<file path="config.mk">
export PLATFORM = sky130hd
export DESIGN_NAME = fifo_wr_arbiter_flat
export DESIGN_NICKNAME = d
export VERILOG_FILES = /design/src/rtl/fifo_wr_arbiter_if.sv /design/src/rtl/fifo_wr_arbiter.sv /design/src/flat_wrapper.sv
export SDC_FILE = /design/constraint.sdc
export NUM_CORES = 1
export LEC_CHECK = 0
export CAP_MARGIN = 20
export CORE_MARGIN = 8
export CORE_UTILIZATION = 40
export CTS_CLUSTER_DIAMETER = 30
export CTS_CLUSTER_SIZE = 30
export DETAILED_ROUTE_END_ITERATION = 6
export PLACE_DENSITY = 0.85
export SYNTH_ARGS = -nofsm -noshare
export SYNTH_HDL_FRONTEND = slang
export SYNTH_SLANG_ARGS = --single-unit
</file>
<file path="constraint.sdc">
create_clock -name wclk -period 3.96 [get_ports wclk]
set_input_delay 0.396 -clock wclk [delete_from_list [all_inputs] [get_ports wclk]]
set_output_delay 0.396 -clock wclk [all_outputs]
set_load 0.03 [all_outputs]
</file>
<file path="src/rtl/fifo_wr_arbiter_if.sv">
// Requester-side handshake plus FIFO write-port signals shared by the write arbiter.
// The arbiter uses the slave modport; the requesters/FIFO environment uses master.
interface fifo_wr_arbiter_if #(
  parameter int unsigned DSIZE = 8,
  parameter int unsigned NREQ  = 4
) ();
  localparam int unsigned IdW = $clog2(NREQ);

  logic [NREQ-1:0]       req_valid;
  logic [NREQ*DSIZE-1:0] req_data;
  logic [NREQ-1:0]       req_ready;
  logic                  wfull;
  logic                  winc;
  logic [DSIZE-1:0]      wdata;
  logic [NREQ-1:0]       gnt;
  logic [IdW-1:0]        gnt_id;
  logic                  busy;

  modport slave (
    input  req_valid, req_data, wfull,
    output req_ready, winc, wdata, gnt, gnt_id, busy
  );

  modport master (
    output req_valid, req_data, wfull,
    input  req_ready, winc, wdata, gnt, gnt_id, busy
  );
endinterface

</file>
<file path="src/rtl/fifo_wr_arbiter.sv">
// Round-robin arbiter sharing an async FIFO write port among NREQ requesters,
// granting bounded bursts of up to BURST_LEN words with wfull backpressure.
module fifo_wr_arbiter #(
  parameter int unsigned DSIZE     = 8,
  parameter int unsigned NREQ      = 4,
  parameter int unsigned BURST_LEN = 4
) (
  input  logic           wclk,
  input  logic           wrst,
  fifo_wr_arbiter_if.slave bus
);
  localparam int unsigned IdW  = $clog2(NREQ);
  localparam int unsigned CntW = $clog2(BURST_LEN + 1);

  typedef enum logic [0:0] {StIdle, StBurst} state_e;

  state_e          state_q, state_d;
  logic [NREQ-1:0] gnt_q, gnt_d;
  logic [IdW-1:0]  gnt_id_q, gnt_id_d;
  logic [IdW-1:0]  rr_q, rr_d;
  logic [CntW-1:0] cnt_q, cnt_d;

  logic            busy;
  logic            valid_g;
  logic            winc;
  logic            found;
  logic [IdW-1:0]  pick;
  logic [IdW-1:0]  next_rr;
  int unsigned     idx;

  assign busy    = (state_q == StBurst);
  // gnt_q is one-hot on the granted requester while busy, so it doubles as a select mask.
  assign valid_g = |(bus.req_valid & gnt_q);
  assign winc    = busy && !bus.wfull && valid_g;
  assign next_rr = (gnt_id_q == IdW'(NREQ - 1)) ? '0 : gnt_id_q + 1'b1;

  // First valid requester at or above the round-robin pointer, wrapping modulo NREQ.
  always_comb begin
    pick  = '0;
    found = 1'b0;
    idx   = 0;
    for (int unsigned k = 0; k < NREQ; k++) begin
      idx = (32'(rr_q) + k) % NREQ;
      if (!found && bus.req_valid[IdW'(idx)]) begin
        found = 1'b1;
        pick  = IdW'(idx);
      end
    end
  end

  always_comb begin
    state_d  = state_q;
    gnt_d    = gnt_q;
    gnt_id_d = gnt_id_q;
    rr_d     = rr_q;
    cnt_d    = cnt_q;
    unique case (state_q)
      StIdle: begin
        if (found) begin
          state_d  = StBurst;
          gnt_id_d = pick;
          gnt_d    = {{(NREQ - 1){1'b0}}, 1'b1} << pick;
          cnt_d    = '0;
        end
      end
      StBurst: begin
        if (winc) begin
          cnt_d = cnt_q + 1'b1;
        end
        if (!valid_g || (winc && (cnt_q == CntW'(BURST_LEN - 1)))) begin
          state_d  = StIdle;
          gnt_d    = '0;
          gnt_id_d = '0;
          cnt_d    = '0;
          rr_d     = next_rr;
        end
      end
      default: state_d = StIdle;
    endcase
  end

  always_ff @(posedge wclk or posedge wrst) begin
    if (wrst) begin
      state_q  <= StIdle;
      gnt_q    <= '0;
      gnt_id_q <= '0;
      rr_q     <= '0;
      cnt_q    <= '0;
    end else begin
      state_q  <= state_d;
      gnt_q    <= gnt_d;
      gnt_id_q <= gnt_id_d;
      rr_q     <= rr_d;
      cnt_q    <= cnt_d;
    end
  end

  always_comb begin
    bus.wdata = '0;
    for (int unsigned i = 0; i < NREQ; i++) begin
      if (busy && (gnt_id_q == IdW'(i))) begin
        bus.wdata = bus.req_data[i*DSIZE +: DSIZE];
      end
    end
  end

  assign bus.req_ready = gnt_q & {NREQ{busy && !bus.wfull}};
  assign bus.winc      = winc;
  assign bus.gnt       = gnt_q;
  assign bus.gnt_id    = gnt_id_q;
  assign bus.busy      = busy;

  a_no_winc_full: assert property (@(posedge wclk) disable iff (wrst) !(bus.winc && bus.wfull));
  a_gnt_onehot0:  assert property (@(posedge wclk) disable iff (wrst) $onehot0(bus.gnt));
  a_rdy_onehot0:  assert property (@(posedge wclk) disable iff (wrst) $onehot0(bus.req_ready));
  a_winc_busy:    assert property (@(posedge wclk) disable iff (wrst) bus.winc |-> bus.busy);
endmodule
</file>
<file path="src/flat_wrapper.sv">
// flat-port wrapper written by rule: the top's interface ports become plain ports
module fifo_wr_arbiter_flat 
#(
  parameter int unsigned DSIZE     = 8,
  parameter int unsigned NREQ      = 4,
  parameter int unsigned BURST_LEN = 4
)
  (wclk, wrst, bus_req_valid, bus_req_data, bus_wfull, bus_req_ready, bus_winc, bus_wdata, bus_gnt, bus_gnt_id, bus_busy);
  fifo_wr_arbiter_if #(.DSIZE(DSIZE), .NREQ(NREQ)) bus_i ();
  input  logic wclk;
  input  logic wrst;
  input wire logic [$bits(bus_i.req_valid)-1:0] bus_req_valid;
  input wire logic [$bits(bus_i.req_data)-1:0] bus_req_data;
  input wire logic [$bits(bus_i.wfull)-1:0] bus_wfull;
  output wire logic [$bits(bus_i.req_ready)-1:0] bus_req_ready;
  output wire logic [$bits(bus_i.winc)-1:0] bus_winc;
  output wire logic [$bits(bus_i.wdata)-1:0] bus_wdata;
  output wire logic [$bits(bus_i.gnt)-1:0] bus_gnt;
  output wire logic [$bits(bus_i.gnt_id)-1:0] bus_gnt_id;
  output wire logic [$bits(bus_i.busy)-1:0] bus_busy;
  assign bus_i.req_valid = bus_req_valid;
  assign bus_i.req_data = bus_req_data;
  assign bus_i.wfull = bus_wfull;
  assign bus_req_ready = bus_i.req_ready;
  assign bus_winc = bus_i.winc;
  assign bus_wdata = bus_i.wdata;
  assign bus_gnt = bus_i.gnt;
  assign bus_gnt_id = bus_i.gnt_id;
  assign bus_busy = bus_i.busy;
  fifo_wr_arbiter #(.DSIZE(DSIZE), .NREQ(NREQ), .BURST_LEN(BURST_LEN)) u_core (.wclk(wclk), .wrst(wrst), .bus(bus_i));
endmodule
</file>
Yosys cells after proc, flatten, opt, wreduce, memory -nomap -nowiden
Index checks and enable logic that the tools add are counted.
Storage, ports and cells
  logic and storage cells: 80
  register bits after elaboration: 12
  output and inout port bits: 20
Cells by class
  bitwise gates (word level): 3
  equality and inequality tests: 7
  $lt $le $gt $ge: 4
  add/sub/neg operators: 5
  reductions and logical operators: 21
  muxes and demuxes: 34
  shifts and indexed selects: 1
Operators by type and width (count)
  $mux W8: 4
  $mux W2: 7
  $lt A2 B3 Y1 const B: 4
  $logic_and A1 B1 Y1: 10
  $mux W1: 10
  $mux W3: 3
  $and A4 B4 Y4: 2
  $bmux W1 S2: 4
  $mux W4: 2
  $pmux W4 S2: 1
  $pmux W3 S2: 1
  $reduce_and A2 Y1: 3
  $logic_not A1 Y1: 5
  $add A2 B1 Y2 const B: 2
  $add A2 B2 Y2 const B: 2
  $eq A2 B2 Y1 const B: 2
  $pmux W2 S2: 1
  $reduce_or A4 Y1: 1
  $shl A1 B2 Y4 const A: 1
  $add A3 B1 Y3 const B: 1
  $eq A3 B2 Y1 const B: 1
  $ne A3 B3 Y1 const B: 1
  $eq A2 B1 Y1 const B: 1
  $logic_not A2 Y1: 1
  5 further kinds: 5

Depth between registers and ports, before layout
  word-level depth: 15
  mapped depth: 8
  gate-level depth less buffers: 6

Worst setup path before layout
OpenSTA, ideal clock, no wires.
  path type: register -> output
  start: reg u_core.gnt_id_q[1] (netlist: u_core.bus.gnt_id[1])
  end: out bus_wdata[3]
  data arrival time: 1.733 ns
  slack: 1.831 ns
  required time: 3.564 ns
  cell stages (with the launch flop): 9
  cell sequence: dfrtp_1 inv_1 ha_1 buf_2 nor2b_1 buf_2 a221oi_1 a21oi_1 a22o_1
Between the ends
  longest elaborated chain between the ends: 6
Ends and longest elaborated chain
  start: declaration: line fifo_wr_arbiter.sv:19  | logic [IdW-1:0] gnt_id_q, gnt_id_d;
  start signal: assignment: line fifo_wr_arbiter.sv:92  | gnt_id_q <= gnt_id_d;
  $logic_not A2 Y1: line fifo_wr_arbiter.sv:101  | if (busy && (gnt_id_q == IdW'(i))) begin
  $logic_and A1 B1 Y1: line fifo_wr_arbiter.sv:101
  $mux W8 (3 in series): line fifo_wr_arbiter.sv:101
  $mux W8 *: line fifo_wr_arbiter.sv:101
  end: declaration: line flat_wrapper.sv:17  | output wire logic [$bits(bus_i.wdata)-1:0] bus_wdata;
Every way passes the cells marked *; elsewhere a longest branch is shown, timed or not.

Final worst setup path
  start: reg u_core.gnt_id_q[1] (netlist: u_core.bus.gnt_id[1])
  end: out bus_wdata[5]
The elaborated chain is that of the path after synthesis.

==> results.json <==
{
  "status": "completed",
  "crit_chain": "inv_1, ha_1, nor2b_1, a221oi_1, a21oi_1, a22o_1, clkdlybuf4s50_1",
  "vias": 1132,
  "tns_ps": 0,
  "power_density_mw_per_mm2": 744,
  "synthesis.nets": 155,
  "antennaDiodeCount": 0,
  "fillers": 206,
  "power.leakage_nw": 0.691,
  "io_buffer_count": 58,
  "max_slew_margin": 0.592,
  "drtAntennaViolNets": 0,
  "htreeDepth": 1,
  "synthArstFlopShare": 1.00,
  "crit_type": "register to output port",
  "cts_buffers": 3,
  "worst_ep_required_time_ps": 3560,
  "grt_max_degree": 17,
  "r2r_setup_slack_ps": 2400,
  "grt_pass1_vias": 1150,
  "critPathMaxStageDelay_ps": 670,
  "setup_violations": 0,
  "cp.arrival_ps": 2640,
  "synth.top_cells.by_count": "15 x inv_1, 12 x dfrtp_1, 10 x a21oi_1, 10 x a22o_1, 8 x a221oi_1",
  "ys_top_cells_by_area": "dfrtp_1 30%, a22o_1 8.8%, ha_1 7.5%, a221oi_1 7.0%, inv_1 5.6%",
  "worstReg2RegEnd": "u_core.rr_q[1]$_DFFE_PP0P_",
  "syn2layout_area_growth_pct": 62.9,
  "hp-class": "primary input to asynchronous set/reset pin",
  "post-route-period-util": 0.766,
  "rsz0062_at_grt": "no",
  "yosysUniqueCellTypes": 31,
  "vdd_drop_max_mv": 0.500,
  "root_buffer": "clkbuf_4",
  "critPathSlowestCell": "clkdlybuf4s50_1",
  "worst-path-buf-inv": 2,
  "syn-cell-area_um2": 998,
  "reg2reg_depth": 5,
  "fin_util": 0.669,
  "die-area_mm2": 0.00435,
  "cp-end-kind": "output port",
  "antenna_found_initial": 0,
  "synth.largest_area_cell": "dfrtp_1",
  "regArea_um2": 300,
  "clkLatencyLatePin_ps": 280,
  "viasPerCell": 5.78,
  "ys.flop_type": "dfrtp_1",
  "ys_seq_area_frac": 0.301,
  "synth_seq_cells": 12,
  "synth_top_area_frac": 0.301,
  "worst_r2r_startpoint": "u_core.cnt_q[0]$_DFFE_PP0P_",
  "clock_skew_ps": 0.669,
  "worst_setup_path_start_kind": "register",
  "final_layout_size_suffix_gt1_frac": 0.0904,
  "cts.sinks": 12,
  "first_pass_iters": 5,
  "synth.most_common_cell": "inv_1",
  "clk_pin_slew_ps": 80,
  "grt_pass1_wl_um": 5380,
  "totalWireLength_um": 3540,
  "wire_per_inst_um": 18.1,
  "cts-hold-fix-buffers": 0,
  "critPathMaxFanout": 9,
  "tritoncts": "done",
  "cts_resized": 0,
  "synthCells": 110,
  "layout.nets": 212,
  "die_w_um": 66.0,
  "fp-row-count": 18,
  "die_h_um": 66.0,
  "worstMarginPinSlew_ps": 611,
  "postCtsSetupBuffers": 0,
  "multi_input_area_um2": 616,
  "avgSynthCellArea_um2": 9.08,
  "gp_congestion": 0.856,
  "io_pins": 59,
  "yosys_warnings": 0,
  "clock.fmax_mhz": 329,
  "synth_edf_count": 0,
  "drt_iter0_drc": 107,
  "core_mm2": 0.00243,
  "cp_top_family": "buffers and inverters",
  "initial_core_util": 0.410,
  "clockBufferDepth": 2,
  "max_cap_viol_count": 0,
  "overflow": 0,
  "drc_errors": 0,
  "grt_usage": 0.155,
  "finalHoldViolCount": 0,
  "slew_viol_final": 0,
  "hpwl_um": 2810,
  "layout_min_cycle_time_ps": 3040
}
stage by stage:
stage               area, um2  instances  total power [mW]  setup slack [ps]  hold WS, ps
finish                   1630        196              1.21               925          441
floorplan                 998        110             0.811              1830          261
detailed placement       1590        192              1.11              1220          481
CTS                      1630        196              1.22               906          444
global placement         1590        192              1.10              1320          465
global route             1630        196              1.29               750          487
kinds of logic (layout without fill, tap and decap cells):
| family | Yosys count | after routing | synth area share |
|---|---|---|---|
| AO/OA/AOI/OAI | 46 | 46 | 0.371 |
| adder cells (fa/ha/maj) | 6 | 6 | 0.0752 |
| buffers and inverters | 21 | 77 | 0.0827 |
| flip-flops | 12 | 12 | 0.301 |
| multiplexers | 4 | 4 | 0.0426 |
| AND/OR/NAND/NOR | 21 | 21 | 0.128 |
sequential cells by signal (all words and copies together), names as in the netlist:
name	cells
u_core.cnt_q	3
u_core.bus.gnt	4
u_core.bus.gnt_id	2
u_core.bus.busy	1
u_core.rr_q	2
how the worst max path moves through the flow:
stage | cells past startpoint | start | to | slack, ps
after floorplan | 8 | u_core.bus.gnt_id[1]$_DFFE_PP0P_ | bus_wdata[3] | 1830
after global placement | 7 | u_core.bus.gnt_id[1]$_DFFE_PP0P_ | bus_wdata[0] | 1320
after detailed placement | 7 | u_core.bus.gnt_id[1]$_DFFE_PP0P_ | bus_wdata[5] | 1220
after CTS | 7 | u_core.bus.gnt_id[1]$_DFFE_PP0P_ | bus_wdata[5] | 910
after global routing | 7 | u_core.bus.gnt_id[1]$_DFFE_PP0P_ | bus_wdata[5] | 750
final | 7 | u_core.bus.gnt_id[1]$_DFFE_PP0P_ | bus_wdata[5] | 920
cells in the final DEF (no fill, tap or decap), drive strengths merged, types with 2 or more instances in the layout:
cell           synthesis  routed
a21oi                 10      10
a221oi                 8       8
a22o                  10      10
a22oi                  2       2
a31o                   2       2
a32o                   4       4
and2                   6       6
clkbuf                 1       4
clkdlybuf4s50          0      58
dfrtp                 12      12
ha                     6       6
inv                   15      15
mux2                   2       2
mux2i                  2       2
nand2                  2       2
nand2b                 4       4
nor2                   3       3
nor2b                  3       3
o22ai                  3       3
metal layers:
layer	track usage	vias to the layer above	routed length (um)
li1	-	531	-
met2	0.241	79	1390
met4	0.0480	0	56
met1	0.186	518	1560
met5	0	-	0
met3	0.0678	4	531
where the power goes:
group	leakage, nW	internal (mW)	switching [mW]	total, mW
clock network	0.0210	0.0560	0.0439	0.0999
registers	0.156	0.168	0.0692	0.237
logic	0.515	0.407	0.467	0.874
total	0.691	0.631	0.580	1.21
layout make-up:
type                            count  share of cell area
Tap cell                           30              0.0231
Multi-Input combinational cell     77               0.378
Inverter                           15              0.0346
Clock buffer                        4              0.0223
Sequential cell                    12               0.185
Timing Repair Buffer               58               0.357
Note: power is estimated with default switching activity, not from simulation.
